[config.mk]
export PLATFORM = sky130hd
export DESIGN_NAME = checkout_flat
export DESIGN_NICKNAME = d
export VERILOG_FILES = /design/src/rtl/checkout_if.sv /design/src/rtl/checkout.sv /design/src/flat_wrapper.sv
export SDC_FILE = /design/constraint.sdc
export NUM_CORES = 1
export LEC_CHECK = 0
export CAP_MARGIN = 20
export CORE_UTILIZATION = 53
export CTS_BUF_LIST = sky130_fd_sc_hd__clkbuf_4
export CTS_CLUSTER_DIAMETER = 150
export DETAILED_ROUTE_END_ITERATION = 12
export PLACE_DENSITY = 0.95
export SLEW_MARGIN = 30
export SYNTH_ARGS = -nofsm -noshare
export SYNTH_HDL_FRONTEND = slang
export SYNTH_SLANG_ARGS = --single-unit
[constraint.sdc]
create_clock -name clk -period 9.16 [get_ports clk]
set_input_delay 1.832 -clock clk [delete_from_list [all_inputs] [get_ports clk]]
set_output_delay 1.832 -clock clk [all_outputs]
set_load 0.05 [all_outputs]
[src/rtl/checkout_if.sv]
// Checkout bus: request/selector/slot inputs from the exit side, result outputs to the fee display.
interface checkout_if #(
    parameter int unsigned FEE_W = 12
);
    logic             req;
    logic [3:0]       selector;
    logic [10:0]      timer;
    logic [10:0]      p1;
    logic [10:0]      p2;
    logic [10:0]      p3;
    logic [10:0]      p4;
    logic [10:0]      p5;
    logic [10:0]      p6;
    logic [5:0]       occupied;
    logic             busy;
    logic             done;
    logic             err;
    logic [5:0]       slot_release;
    logic [10:0]      duration;
    logic [5:0]       units;
    logic [FEE_W-1:0] fee;

    modport master (
        output req, selector, timer, p1, p2, p3, p4, p5, p6, occupied,
        input  busy, done, err, slot_release, duration, units, fee
    );

    modport slave (
        input  req, selector, timer, p1, p2, p3, p4, p5, p6, occupied,
        output busy, done, err, slot_release, duration, units, fee
    );
endinterface

[src/rtl/checkout.sv]
// Parking exit checkout: elapsed time for a slot, round-up billing with grace period,
// saturating fee, and a one-hot release pulse for the freed slot.
module checkout #(
    parameter int unsigned UNIT_TICKS  = 60,
    parameter int unsigned RATE        = 20,
    parameter int unsigned GRACE_TICKS = 15,
    parameter int unsigned FEE_W       = 12
) (
    input logic       clk,
    input logic       rst,
    checkout_if.slave bus
);

    localparam logic [FEE_W-1:0] FEE_MAX   = '1;
    localparam logic [10:0]      UNIT_STEP = 11'(UNIT_TICKS);

    typedef enum logic [1:0] {
        S_IDLE,
        S_LOAD,
        S_CALC,
        S_DONE
    } state_t;

    state_t           state_q, state_d;
    logic [3:0]       sel_q, sel_d;
    logic [10:0]      tlat_q, tlat_d;
    logic [10:0]      dur_q, dur_d;
    logic [10:0]      rem_q, rem_d;
    logic [5:0]       units_q, units_d;
    logic [FEE_W-1:0] fee_q, fee_d;
    logic             err_q, err_d;
    logic             done_q, done_d;
    logic             busy_q, busy_d;
    logic [5:0]       rel_q, rel_d;

    logic [5:0]       sel_onehot;
    logic [10:0]      p_sel;
    logic             slot_ok;
    logic [10:0]      diff;
    logic [31:0]      fee_sum;

    // Decode latched selector into a one-hot slot mask and pick that slot's check-in time
    always_comb begin
        sel_onehot = '0;
        p_sel      = '0;
        case (sel_q)
            4'd1: begin sel_onehot = 6'b000001; p_sel = bus.p1; end
            4'd2: begin sel_onehot = 6'b000010; p_sel = bus.p2; end
            4'd3: begin sel_onehot = 6'b000100; p_sel = bus.p3; end
            4'd4: begin sel_onehot = 6'b001000; p_sel = bus.p4; end
            4'd5: begin sel_onehot = 6'b010000; p_sel = bus.p5; end
            4'd6: begin sel_onehot = 6'b100000; p_sel = bus.p6; end
            default: begin sel_onehot = '0; p_sel = '0; end
        endcase
        // an invalid selector decodes to an empty mask, so it can never match occupied
        slot_ok = |(sel_onehot & bus.occupied);
        diff    = tlat_q - p_sel;
        fee_sum = 32'(fee_q) + RATE;
    end

    // Next-state and next-output computation for the checkout sequencer
    always_comb begin
        state_d = state_q;
        sel_d   = sel_q;
        tlat_d  = tlat_q;
        dur_d   = dur_q;
        rem_d   = rem_q;
        units_d = units_q;
        fee_d   = fee_q;
        err_d   = err_q;
        done_d  = 1'b0;
        rel_d   = '0;

        case (state_q)
            S_IDLE: begin
                if (bus.req) begin
                    sel_d   = bus.selector;
                    tlat_d  = bus.timer;
                    state_d = S_LOAD;
                end
            end
            S_LOAD: begin
                units_d = '0;
                fee_d   = '0;
                if (!slot_ok) begin
                    err_d   = 1'b1;
                    dur_d   = '0;
                    rem_d   = '0;
                    done_d  = 1'b1;
                    state_d = S_DONE;
                end else begin
                    err_d = 1'b0;
                    dur_d = diff;
                    rem_d = diff;
                    if (32'(diff) <= GRACE_TICKS) begin
                        done_d  = 1'b1;
                        rel_d   = sel_onehot;
                        state_d = S_DONE;
                    end else begin
                        state_d = S_CALC;
                    end
                end
            end
            S_CALC: begin
                units_d = units_q + 6'd1;
                fee_d   = (fee_sum > 32'(FEE_MAX)) ? FEE_MAX : fee_sum[FEE_W-1:0];
                if (32'(rem_q) <= UNIT_TICKS) begin
                    done_d  = 1'b1;
                    rel_d   = sel_onehot;
                    state_d = S_DONE;
                end else begin
                    rem_d = rem_q - UNIT_STEP;
                end
            end
            S_DONE: begin
                state_d = S_IDLE;
            end
            default: begin
                state_d = S_IDLE;
            end
        endcase

        busy_d = (state_d != S_IDLE);
    end

    // State and registered outputs; reset aborts any transaction in flight
    always_ff @(posedge clk or posedge rst) begin
        if (rst) begin
            state_q <= S_IDLE;
            sel_q   <= '0;
            tlat_q  <= '0;
            dur_q   <= '0;
            rem_q   <= '0;
            units_q <= '0;
            fee_q   <= '0;
            err_q   <= 1'b0;
            done_q  <= 1'b0;
            busy_q  <= 1'b0;
            rel_q   <= '0;
        end else begin
            state_q <= state_d;
            sel_q   <= sel_d;
            tlat_q  <= tlat_d;
            dur_q   <= dur_d;
            rem_q   <= rem_d;
            units_q <= units_d;
            fee_q   <= fee_d;
            err_q   <= err_d;
            done_q  <= done_d;
            busy_q  <= busy_d;
            rel_q   <= rel_d;
        end
    end

    assign bus.busy         = busy_q;
    assign bus.done         = done_q;
    assign bus.err          = err_q;
    assign bus.slot_release = rel_q;
    assign bus.duration     = dur_q;
    assign bus.units        = units_q;
    assign bus.fee          = fee_q;

endmodule
[src/flat_wrapper.sv]
// flat-port wrapper written by rule: the top's interface ports become plain ports
module checkout_flat 
#(
    parameter int unsigned UNIT_TICKS  = 60,
    parameter int unsigned RATE        = 20,
    parameter int unsigned GRACE_TICKS = 15,
    parameter int unsigned FEE_W       = 12
)
  (clk, rst, bus_req, bus_selector, bus_timer, bus_p1, bus_p2, bus_p3, bus_p4, bus_p5, bus_p6, bus_occupied, bus_busy, bus_done, bus_err, bus_slot_release, bus_duration, bus_units, bus_fee);
  checkout_if #(.FEE_W(FEE_W)) bus_i ();
  input logic clk;
  input logic rst;
  input wire logic [$bits(bus_i.req)-1:0] bus_req;
  input wire logic [$bits(bus_i.selector)-1:0] bus_selector;
  input wire logic [$bits(bus_i.timer)-1:0] bus_timer;
  input wire logic [$bits(bus_i.p1)-1:0] bus_p1;
  input wire logic [$bits(bus_i.p2)-1:0] bus_p2;
  input wire logic [$bits(bus_i.p3)-1:0] bus_p3;
  input wire logic [$bits(bus_i.p4)-1:0] bus_p4;
  input wire logic [$bits(bus_i.p5)-1:0] bus_p5;
  input wire logic [$bits(bus_i.p6)-1:0] bus_p6;
  input wire logic [$bits(bus_i.occupied)-1:0] bus_occupied;
  output wire logic [$bits(bus_i.busy)-1:0] bus_busy;
  output wire logic [$bits(bus_i.done)-1:0] bus_done;
  output wire logic [$bits(bus_i.err)-1:0] bus_err;
  output wire logic [$bits(bus_i.slot_release)-1:0] bus_slot_release;
  output wire logic [$bits(bus_i.duration)-1:0] bus_duration;
  output wire logic [$bits(bus_i.units)-1:0] bus_units;
  output wire logic [$bits(bus_i.fee)-1:0] bus_fee;
  assign bus_i.req = bus_req;
  assign bus_i.selector = bus_selector;
  assign bus_i.timer = bus_timer;
  assign bus_i.p1 = bus_p1;
  assign bus_i.p2 = bus_p2;
  assign bus_i.p3 = bus_p3;
  assign bus_i.p4 = bus_p4;
  assign bus_i.p5 = bus_p5;
  assign bus_i.p6 = bus_p6;
  assign bus_i.occupied = bus_occupied;
  assign bus_busy = bus_i.busy;
  assign bus_done = bus_i.done;
  assign bus_err = bus_i.err;
  assign bus_slot_release = bus_i.slot_release;
  assign bus_duration = bus_i.duration;
  assign bus_units = bus_i.units;
  assign bus_fee = bus_i.fee;
  checkout #(.UNIT_TICKS(UNIT_TICKS), .RATE(RATE), .GRACE_TICKS(GRACE_TICKS), .FEE_W(FEE_W)) u_core (.clk(clk), .rst(rst), .bus(bus_i));
endmodule
==> flow_summary.json <==
{
  "status": "completed",
  "cts_tree": "done",
  "routabilityCongestion": 0.900,
  "setup_viol": 0,
  "synth_warnings": 0,
  "wl_met1_mm": 4.49,
  "hp-class": "reg -> reg",
  "synth_edf_count": 0,
  "area_delta_synth_final_pct": 35.5,
  "layout-drive-gt1-share_pct": 12.2,
  "setup_tns_ps": 0,
  "synthesis.nets": 548,
  "ant_nets": 0,
  "fin_cells": 663,
  "cts_root_buf": "clkbuf_4",
  "tightest_slew_ps": 883,
  "grt_pass1_vias": 4023,
  "period_needed_ps": 4780,
  "wirelength_mm": 11.3,
  "post_cts_buffers": 0,
  "clock_path_buffers": 2,
  "async_flop_share_pct": 100,
  "fin_hold_ws_ps": 522,
  "grt_overflow": 0,
  "highest_layer": "met4",
  "antenna_found_initial": 0,
  "post-dp-hpwl_mm": 8.63,
  "syn-cell-area_um2": 4140,
  "io_buffers": 127,
  "r2r-end": "u_core.bus.busy",
  "rows": 31,
  "grt_start_max_net_pins": 66,
  "r2r_cells": 15,
  "p_per_area_nw_per_um2": 390,
  "endpoint_kind": "flop",
  "regToRegSetupSlack_ps": 4800,
  "ys_ff_latch": 65,
  "worst_ep_arrival_time_ps": 5130,
  "clk_pin_slew_worst_paths_ps": 110,
  "cap_violations": 0,
  "relSlewSlack_pct": 41.1,
  "design.die.area_um2": 8170,
  "required_ps": 9510,
  "rsz0062_at_grt": "no",
  "whs_path_depth": 1,
  "fmax_mhz": 209,
  "cts_made_buffers": 9,
  "max-vdd-ir-drop_mv": 0.181,
  "fin_nets": 667,
  "synthCells": 440,
  "n_antenna_cell": 0,
  "fin_skew_ps": 18.6,
  "synth.avg_cell_area_um2": 9.41,
  "clock_sinks": 65,
  "worstSkewPairLatency_ps": 410,
  "ctsResizeCount": 0,
  "drt_iter0_markers": 154,
  "start_kind": "primary input",
  "num_io_pins": 128,
  "fp.dieW_um": 90.4,
  "route.detailed.drc": 0,
  "yosysSeqAreaShare_pct": 39.3,
  "period_share_pct": 52.2,
  "min-delay-start": "u_core.bus.units[4]",
  "htreeDepth": 3,
  "fin_util_pct": 75.7,
  "drv_slew": 0,
  "dr_total_vias": 3997,
  "core_um2": 7410,
  "synth_flop_cell": "dfrtp_1",
  "placedCellCount": 647,
  "vias_per_cell": 6.03,
  "p_leak_nw": 2.30,
  "met3_length_um": 696,
  "wl_met2_mm": 5.74,
  "track_usage_pct": 28.7,
  "holdBufCountCts": 0,
  "start_util_pct": 55.9,
  "hold_viol": 0,
  "critical_path_class": "in -> reg",
  "wl_per_cell_um": 17.0,
  "r2r_start": "u_core.sel_q[2]",
  "grt_pass1_wl_mm": 18.7,
  "ys_types": 61,
  "die_h_um": 90.4,
  "crit_fanout": 4,
  "hold_path_end": "u_core.bus.units[4]",
  "drtPass1Iterations": 5
}
## metrics by stage
stage               power (mW)  cell area, µm²  setup slack, ps
finish                    2.19            5610             4380
global route              2.34            5610             4170
CTS                       2.17            5610             4480
detailed placement        1.97            5470             4070
global placement          1.92            5470             4130
floorplan                 1.60            4140             4860
## critical path, stage by stage
cell,delay (ps)
clkdlybuf4s50_1,400
a22oi_1,180
nand2_1,80
a221oi_1,410
ha_1,320
nor2b_1,130
o31a_1,300
mux2i_1,170
nor4b_1,410
nand3_1,220
nor3_2,280
o21a_1,230
a2bb2oi_2,160
## kinds of logic (layout without fill, tap and decap cells)
family                     Yosys count  after routing  share of synthesized area [%]
and+or+nand+nor                    141            141                           18.5
AOI/OAI and AO/OA                  134            134                           22.3
DFF                                 65             65                           39.3
buffers and inverters               46            170                           4.68
muxes                               29             29                           7.82
adders and majority gates           18             18                           5.62
xor gates and xnor gates             7              7                           1.84
## layout by cell type, fill, tap and decap left out, drive strengths merged, types with 3 or more instances in the layout
cell type      count
a31oi              4
clkbuf            13
dfrtp             65
or3                4
nor2              28
xor2               5
a21oi             29
o21ai             24
o21a               7
a221oi            10
nand3             15
inv               21
clkdlybuf4s50    127
buf                6
nor2b              3
mux2i              5
or2                5
o31ai              4
nand2b            12
nor4               8
o22ai              9
a21o               3
ha                17
a22oi             25
mux2              24
o211ai             4
nor3              12
nand2             43
## cells in the mapped netlist (9+ instances only)
| library cell | instances | area share [%] |
|---|---|---|
| ha_1 | 17 | 5.1 |
| mux2_2 | 23 | 6.3 |
| o21ai_0 | 23 | 2.8 |
| o22ai_1 | 9 | 1.4 |
| dfrtp_1 | 65 | 39 |
| a21oi_1 | 29 | 3.5 |
| a22oi_1 | 25 | 4.5 |
| nor3_1 | 10 | 1.2 |
| nor2_1 | 28 | 2.5 |
| nand2_1 | 43 | 3.9 |
| nand3_1 | 15 | 1.8 |
| clkbuf_1 | 18 | 1.6 |
| nand2b_1 | 10 | 1.5 |
| inv_1 | 21 | 1.9 |
| a221oi_1 | 9 | 1.9 |
## how the worst max path moves through the flow
stage,startpoint,slack (ps),to,cells past startpoint
floorplan,bus_p1[1],4860,u_core.bus.busy,12
global placement,bus_p3[1],4130,u_core.bus.busy,13
detailed placement,bus_p4[2],4070,u_core.bus.busy,13
CTS,bus_p4[2],4480,u_core.bus.busy,13
global route,bus_p3[2],4170,u_core.bus.slot_release[0],13
finish,bus_p1[1],4380,u_core.bus.busy,13
## final cells by class
type / instances / area, µm²
inverters: 21 / 78.8
clock buffers: 13 / 97.6
flip-flops and latches: 65 / 1630
well taps: 99 / 124
fillers: 519 / 1800
multi-input cells: 329 / 2330
clock inverters: 3 / 41.3
repair buffers: 133 / 1320
## registers in the layout, indices dropped and copies added (netlist names)
register / flops
u_core.sel_q: 4
u_core.rem_q: 11
u_core.state_q: 2
u_core.bus.done: 1
u_core.bus.slot_release: 6
u_core.bus.units: 6
u_core.bus.busy: 1
u_core.bus.err: 1
u_core.bus.duration: 11
u_core.tlat_q: 11
u_core.bus.fee: 11
## where the power goes
group	switching (mW)	internal (mW)
clock network	0.102	0.0950
logic	0.895	0.595
registers	0.111	0.389
total	1.11	1.08
## routing by layer
layer | global-route usage, % | vias up
met5 | 0 | -
met4 | 12.0 | 0
met3 | 7.24 | 37
met2 | 50.4 | 201
met1 | 33.2 | 1901
li1 | - | 1858
No activity file was read; power rests on OpenSTA's default activity.
